--- src/rtl/counter_updown_param.sv ---
`default_nettype none
// ============================================================================
// Module      : counter_updown_param
// Description : Parametrised up/down counter with programmable upper limit,
//               parallel load, wrap/saturate/bounce limit modes, a
//               terminal-count pulse and sticky overflow/underflow flags.
// Revision    : 1.0 - initial release
// ============================================================================
module counter_updown_param #(
    parameter int WIDTH     = 8,
    parameter int RESET_VAL = 0
) (
    input  logic             clk,
    input  logic             reset,
    input  logic             en,
    input  logic             dir,
    input  logic [1:0]       mode,
    input  logic             load,
    input  logic [WIDTH-1:0] load_val,
    input  logic [WIDTH-1:0] max_val,
    input  logic             clr_flags,
    output logic [WIDTH-1:0] count,
    output logic             dir_out,
    output logic             tc,
    output logic             ovf,
    output logic             unf
);

    // Modes 00 and 11 both fall through to wrap behaviour.
    localparam logic [1:0]       c_MODE_SAT    = 2'b01;
    localparam logic [1:0]       c_MODE_BOUNCE = 2'b10;
    localparam logic [WIDTH-1:0] c_RESET_COUNT = WIDTH'(RESET_VAL);
    localparam logic [WIDTH-1:0] c_ONE         = WIDTH'(1);

    logic [WIDTH-1:0] count_q, count_d;
    logic             bdir_q,  bdir_d;
    logic             tc_q,    tc_d;
    logic             ovf_q,   ovf_d;
    logic             unf_q,   unf_d;

    logic w_bounce;
    logic w_sat;
    logic w_up;
    logic w_set_ovf;
    logic w_set_unf;

    assign w_bounce = (mode == c_MODE_BOUNCE);
    assign w_sat    = (mode == c_MODE_SAT);
    assign w_up     = w_bounce ? bdir_q : dir;

    always_comb begin
        count_d   = count_q;
        tc_d      = 1'b0;
        bdir_d    = w_bounce ? bdir_q : dir;
        w_set_ovf = 1'b0;
        w_set_unf = 1'b0;

        if (load) begin
            count_d = (load_val > max_val) ? max_val : load_val;
            bdir_d  = dir;
        end else if (en) begin
            // Every branch below is a limit event unless it is a plain step.
            tc_d = 1'b1;
            if (count_q > max_val) begin
                count_d   = max_val;
                w_set_ovf = !w_bounce;
            end else if (w_bounce && (max_val == '0)) begin
                count_d = '0;
                bdir_d  = ~bdir_q;
            end else if (w_up) begin
                if (count_q != max_val) begin
                    count_d = count_q + c_ONE;
                    tc_d    = 1'b0;
                end else if (w_bounce) begin
                    count_d = max_val - c_ONE;
                    bdir_d  = 1'b0;
                end else if (w_sat) begin
                    w_set_ovf = 1'b1;
                end else begin
                    count_d   = '0;
                    w_set_ovf = 1'b1;
                end
            end else begin
                if (count_q != '0) begin
                    count_d = count_q - c_ONE;
                    tc_d    = 1'b0;
                end else if (w_bounce) begin
                    count_d = c_ONE;
                    bdir_d  = 1'b1;
                end else if (w_sat) begin
                    w_set_unf = 1'b1;
                end else begin
                    count_d   = max_val;
                    w_set_unf = 1'b1;
                end
            end
        end

        // A set event in the same cycle as clr_flags leaves the flag high.
        ovf_d = w_set_ovf | (ovf_q & ~clr_flags);
        unf_d = w_set_unf | (unf_q & ~clr_flags);
    end

    always_ff @(posedge clk or posedge reset) begin
        if (reset) begin
            count_q <= c_RESET_COUNT;
            bdir_q  <= 1'b1;
            tc_q    <= 1'b0;
            ovf_q   <= 1'b0;
            unf_q   <= 1'b0;
        end else begin
            count_q <= count_d;
            bdir_q  <= bdir_d;
            tc_q    <= tc_d;
            ovf_q   <= ovf_d;
            unf_q   <= unf_d;
        end
    end

    assign count   = count_q;
    assign dir_out = w_up;
    assign tc      = tc_q;
    assign ovf     = ovf_q;
    assign unf     = unf_q;

endmodule
`default_nettype wire

--- config.mk ---
export PLATFORM = sky130hd
export DESIGN_NAME = counter_updown_param
export DESIGN_NICKNAME = d
export VERILOG_FILES = /design/src/rtl/counter_updown_param.sv
export SDC_FILE = /design/constraint.sdc
export NUM_CORES = 1
export LEC_CHECK = 0
export CAP_MARGIN = 10
export CORE_ASPECT_RATIO = 0.9
export CORE_MARGIN = 10
export CORE_UTILIZATION = 27
export CTS_CLUSTER_DIAMETER = 100
export CTS_CLUSTER_SIZE = 25
export DETAILED_ROUTE_END_ITERATION = 16
export PLACE_DENSITY = 0.55
export SLEW_MARGIN = 20
export SYNTH_ARGS = -nofsm -noshare
export SYNTH_HDL_FRONTEND = slang
export SYNTH_SLANG_ARGS = --single-unit
--- constraint.sdc ---
create_clock -name clk -period 2.9 [get_ports clk]
set_input_delay 0.29 -clock clk [delete_from_list [all_inputs] [get_ports clk]]
set_output_delay 0.29 -clock clk [all_outputs]
set_load 0.01 [all_outputs]
# Yosys cells after proc, flatten, opt, wreduce, memory -nomap -nowiden
# Cells that the tools add are included.
# W data, S select, Z words.
# word_totals
wordCells	68
output_inout_bits	12
in_bits	24
regBits	12
# classes
n_bitwise	6
eq_ne	5
n_mux	41
magnitude_cmp	2
addsub	3
reduce_logical	6
# ops
cell	n
$mux W8	12
$mux W1	29
$gt A8 B8 Y1	2
$sub A8 B1 Y8 const B	2
$ne A7 B4 Y1 const B	2
$add A8 B1 Y8 const B	1
$logic_not A8 Y1	1
$ne A8 B8 Y1	1
$reduce_bool A8 Y1	1
$reduce_and A3 Y1	1
$and A1 B1 Y1	2
$eq A2 B1 Y1 const B	1
$eq A2 B2 Y1 const B	1
$not A1 Y1	2
$or A1 B1 Y1	2
$reduce_bool A2 Y1	1
$logic_and A1 B1 Y1	1
$logic_not A1 Y1	1

# Depth between registers and ports, before layout
# depth
depth_word	9
mapped_depth	11
depth_no_buf	8

# Least setup slack after synthesis
# Ideal clock, no wire load.
# synth_timing
path_type	input port to flip-flop
start	input port max_val[2]
end	register count_q[2] (netlist: count[2])
setup_slack_ps	339
setup_ps	128
cell_stages	10
t_arrival_ps	2433
required_ps	2772
n_path_buf	2
path_cell_list	clkbuf_1 inv_1 ha_1 and4b_1 a211oi_1 o22a_1 clkbuf_1 mux2_2 mux2i_1 o2bb2ai_1
# synth_between
elab_chain_len	8
elab_cells_between_ends	20
classes_between	1 x add/sub; 2 x order compare; 3 x eq/ne; 11 x mux; 3 x reduce/logical
# synth_lines
element	line	text
start, declared	20	input logic [WIDTH-1:0] max_val,
$sub A8 B1 Y8 / $mux W8 (equally long branches)	75, 90	
$mux W8 (on tied branches)	74, 87	
$mux W8 (on tied branches)	71, 84	
$mux W8	70	end else if (w_up) begin
$mux W8	67	end else if (w_bounce && (max_val == '0)) begin
$mux W8	64	if (count_q > max_val) begin
$mux W8	61	end else if (en) begin
$mux W8	58	if (load) begin
end signal, assigned	106	count_q <= c_RESET_COUNT;
end signal, assigned	112	count_q <= count_d;
end, declared	35	logic [WIDTH-1:0] count_q, count_d;
# Several ways; a longest one is shown, not always the timed one. The select of a mux whose other input is x is not followed.
# A chain may end at the register's enable or synchronous reset.

# Worst setup path after layout
# layout_timing
start	input port max_val[1]
end	register count_q[0] (netlist: count[0])
# layout_between
elab_chain_len	7
elab_cells_between_ends	15
classes_between	2 x order compare; 3 x eq/ne; 7 x mux; 3 x reduce/logical
# layout_lines
element
parallel branches: the longest is 7 deep, another holds $gt A8 B8 Y1
# Parallel ways; which one is timed is not known. The select of a mux whose other input is x is not followed.

==> impl_results.md <==
* Initial core utilization at 27.82%
* DRT iter0 DRCs at 142
* Status: finished clean
* Initial antenna violation count at 0
* Startpoint types: primary input
* Leak at 1.085 nW
* I/O pin cnt at 36
* Crit Reg-Reg Endpoint: count[0]$_DFFE_PP0P_
* Worst reg-to-reg setup slack at 0.39 ns
* Worst-Margin Slew at approximately 0.53 ns
* Synthesized instance count at 240
* Vias per Instance at 5.322
* Final Non-Filler Cells at 395
* Final Hold Fails at 0
* Hold Crit Class: in -> async
* Pwr Density at 462.5 nW/um^2
* Total number of vias at 2102
* Max-cap violation count at 0
* Layout area overhead at 36.81%
* Postcts setup bufs at 0
* Root buf cell: clkbuf_8
* Clock sink count at 12
* Worst slew margin at 64.11%
* Diodes inserted at 0
* CTS tree: yes
* Achievable frequency at ~0.37 GHz
* # fillers at 760
* GP Congestion at roughly 0.95
* Beginning of the critical path: max_val[1]
* CP Max Fanout at 9
* Buffers on Ports at 35
* Inst Count DP at 391
* Post-Route WL at ~6.7 mm
* Util after Layout at around two fifths
* Reg2reg path depth at 7
* Synth Cell Area at 1968 um^2
* Main flop type after synthesis: dfrtp_1
* Std-Cell Rows at 29
* Gr usage total at between 10% and 20%
* Seq/Total Area, Yosys at between 10% and 20%
* Pre-CTS WS at -0.008622 ns
* Yosys top cell area share at 13.99%
* DP HPWL at 5.641 mm
* Vias in the first global route at 2118
* Setup violators final at 0
* ANT nets after route at 0
* Yosys reg bits at 12
* VDD IR-drop max at 0.1428 mV
* Fraction of layout cells with a size suffix above 1 at a little under a fifth
* Yosys cell types at 59
* Min Clock Period, post-route at 2.674 ns
* Number of H-tree levels at 1
* Async SR Flop Fraction at 100.0%
* # nets final at about 350
* Reg-to-reg startpoint: count[1]$_DFFE_PP0P_
* Chip Height at between 100 and 150 um
* Core area at 7076 um^2
* Syn Area/Cell at 8.201 um^2
* CP required at 3.01 ns
* First-pass GRT wire length at around 11 mm
* Clock Pin Slew Worst Setup and Hold Paths at roughly 0.06 ns
* Synth warnings at 0
* Syn_nets at 285
* RSZ-0062 raised after global routing: no
* DRC at 0
* Max-slew violations at 0
* Post-route setup slack at about 0.23 ns
* DR WL/cell at about 17 um
* Final Cycle Share at a little over 90%
* Hold_buf cts at 0
* Post-CTS sizing at 0
* Longest Clk Path Bufs at 2
* Arr. time, crit path at 2.79 ns
* DRT Pass-1 Iters at 4
* CTS buffer count at 3
* Area contributors post-synth: dfrtp_1, ha_1, xnor2_1
* Worst-Skew Late Latency at approximately 0.25 ns
* Die ar. at approximately 11000 um^2
* Post-synth EDFFs at 0
* Total gr overflow at 0
* Layout Skew at between 0.002 and 0.003 ns
* Fin Setup TNS at 0 ns
* CP Capture Type: flop
* Chip width at 110.0 um
* Largest net degree at the start of global routing at 21
* Largest area contributor in the netlist: dfrtp_1
* Worst setup path class: in -> reg
==> final cells by class <==
| cell class | instances | area (um^2) | share of cell area, % |
|---|---|---|---|
| Tap cell | 93 | 116.4 | 4.322 |
| Sequential cell | 12 | 301.5 | 11.20 |
| Inverter | 16 | 60.06 | 2.230 |
| Multi-Input combinational cell | 197 | 1524 | 56.60 |
| Timing Repair Buffer | 73 | 635.6 | 23.61 |
| Clock buffer | 4 | 55.05 | 2.045 |
==> worst max path at each step <==
stage / endpoint / slack [ns] / cells past startpoint
floorplan: count[2]$_DFFE_PP0P_ / 0.34 / 10
global placement: count[6]$_DFFE_PP0P_ / 0.01 / 9
detailed placement: count[6]$_DFFE_PP0P_ / -0.009 / 9
CTS: count[6]$_DFFE_PP0P_ / 0.23 / 9
global route: count[4]$_DFFE_PP0P_ / 0.11 / 9
finish: count[0]$_DFFE_PP0P_ / 0.23 / 9
==> sequential cells by signal (all words and copies together) (netlist names) <==
register	flops
bdir_q	1
count	8
ovf	1
tc	1
unf	1
==> per-layer routing <==
metal / part of all wire [%] / vias up / track usage [%] / routed length [um]
met5: 0 / - / 0 / 0
met4: 0.67 / 0 / 1.500 / 45
met3: 6.4 / 7 / 3.325 / 428
met2: 46 / 53 / 20.55 / 3085
met1: 47 / 988 / 15.67 / 3170
li1: - / 1054 / - / -
==> kinds of logic after synthesis <==
| logic type | count (synthesis) | share of synthesized area (%) |
|---|---|---|
| compound gates | 71 | 26.96 |
| xor+xnor | 12 | 5.340 |
| fa+ha+maj | 21 | 13.35 |
| buf+inv | 31 | 7.246 |
| flops | 12 | 15.32 |
| mux | 13 | 8.074 |
| simple gates | 80 | 23.71 |
==> cells in the mapped netlist, drive strengths merged, types with 5 or more instances <==
cell type / n
ha: 21
a21oi: 17
nand2: 16
inv: 15
nand3: 12
dfrtp: 11
mux2i: 10
nor2: 10
xnor2: 10
clkbuf: 9
a211oi: 8
nor3: 8
nand4: 7
buf: 6
nor4: 6
o31ai: 5
==> cell usage in the layout, fill, tap and decap left out, types with 2 or more instances in the layout <==
cell and count:
buf_4 38, clkdlybuf4s50_1 35, ha_1 21, nand2_1 16, a21oi_1 16, inv_1 15
nand3_1 12, dfrtp_1 11, xnor2_1 10, nor2_1 9, a211oi_1 8, mux2i_1 8
nor3_1 7, nand4_1 6, nor4_1 5, o21ai_0 4, o211ai_1 4, nand2b_1 4
a31oi_1 4, o31ai_1 4, a221oi_1 4, o2bb2ai_1 4, clkbuf_8 4, and2_1 3
or4_1 3, o221ai_1 3, o22ai_1 3, mux2_2 3, nor3b_1 3, nor2b_1 2
mux2i_4 2, xor2_1 2, a311oi_1 2, a2bb2oi_1 2
==> report_power, final <==
group / internal (mW) / total (mW) / leakage, nW / switching (mW)
logic: 0.386 / 0.826 / 0.910 / 0.439
clock network: 0.120 / 0.193 / 0.0288 / 0.0728
registers: 0.202 / 0.226 / 0.147 / 0.0243
==> stage by stage <==
stage               hold WS (ns)  instance area [um^2]  total power [mW]
global route              0.4328                  2693             1.343
floorplan                 0.1540                  1968            0.7152
global placement          0.4781                  2638             1.051
detailed placement        0.4664                  2638             1.053
finish                    0.3680                  2693             1.245
CTS                       0.3886                  2693             1.248
==> worst max-delay path, cell delays in order <==
cell and delay, ns:
clkdlybuf4s50_1 0.51, inv_1 0.09, ha_1 0.30, nand4_1 0.20, or2_1 0.28, and2_1 0.18
o41a_1 0.62, mux2i_1 0.21, o22ai_1 0.10
No activity file was read; power rests on OpenSTA's default activity.
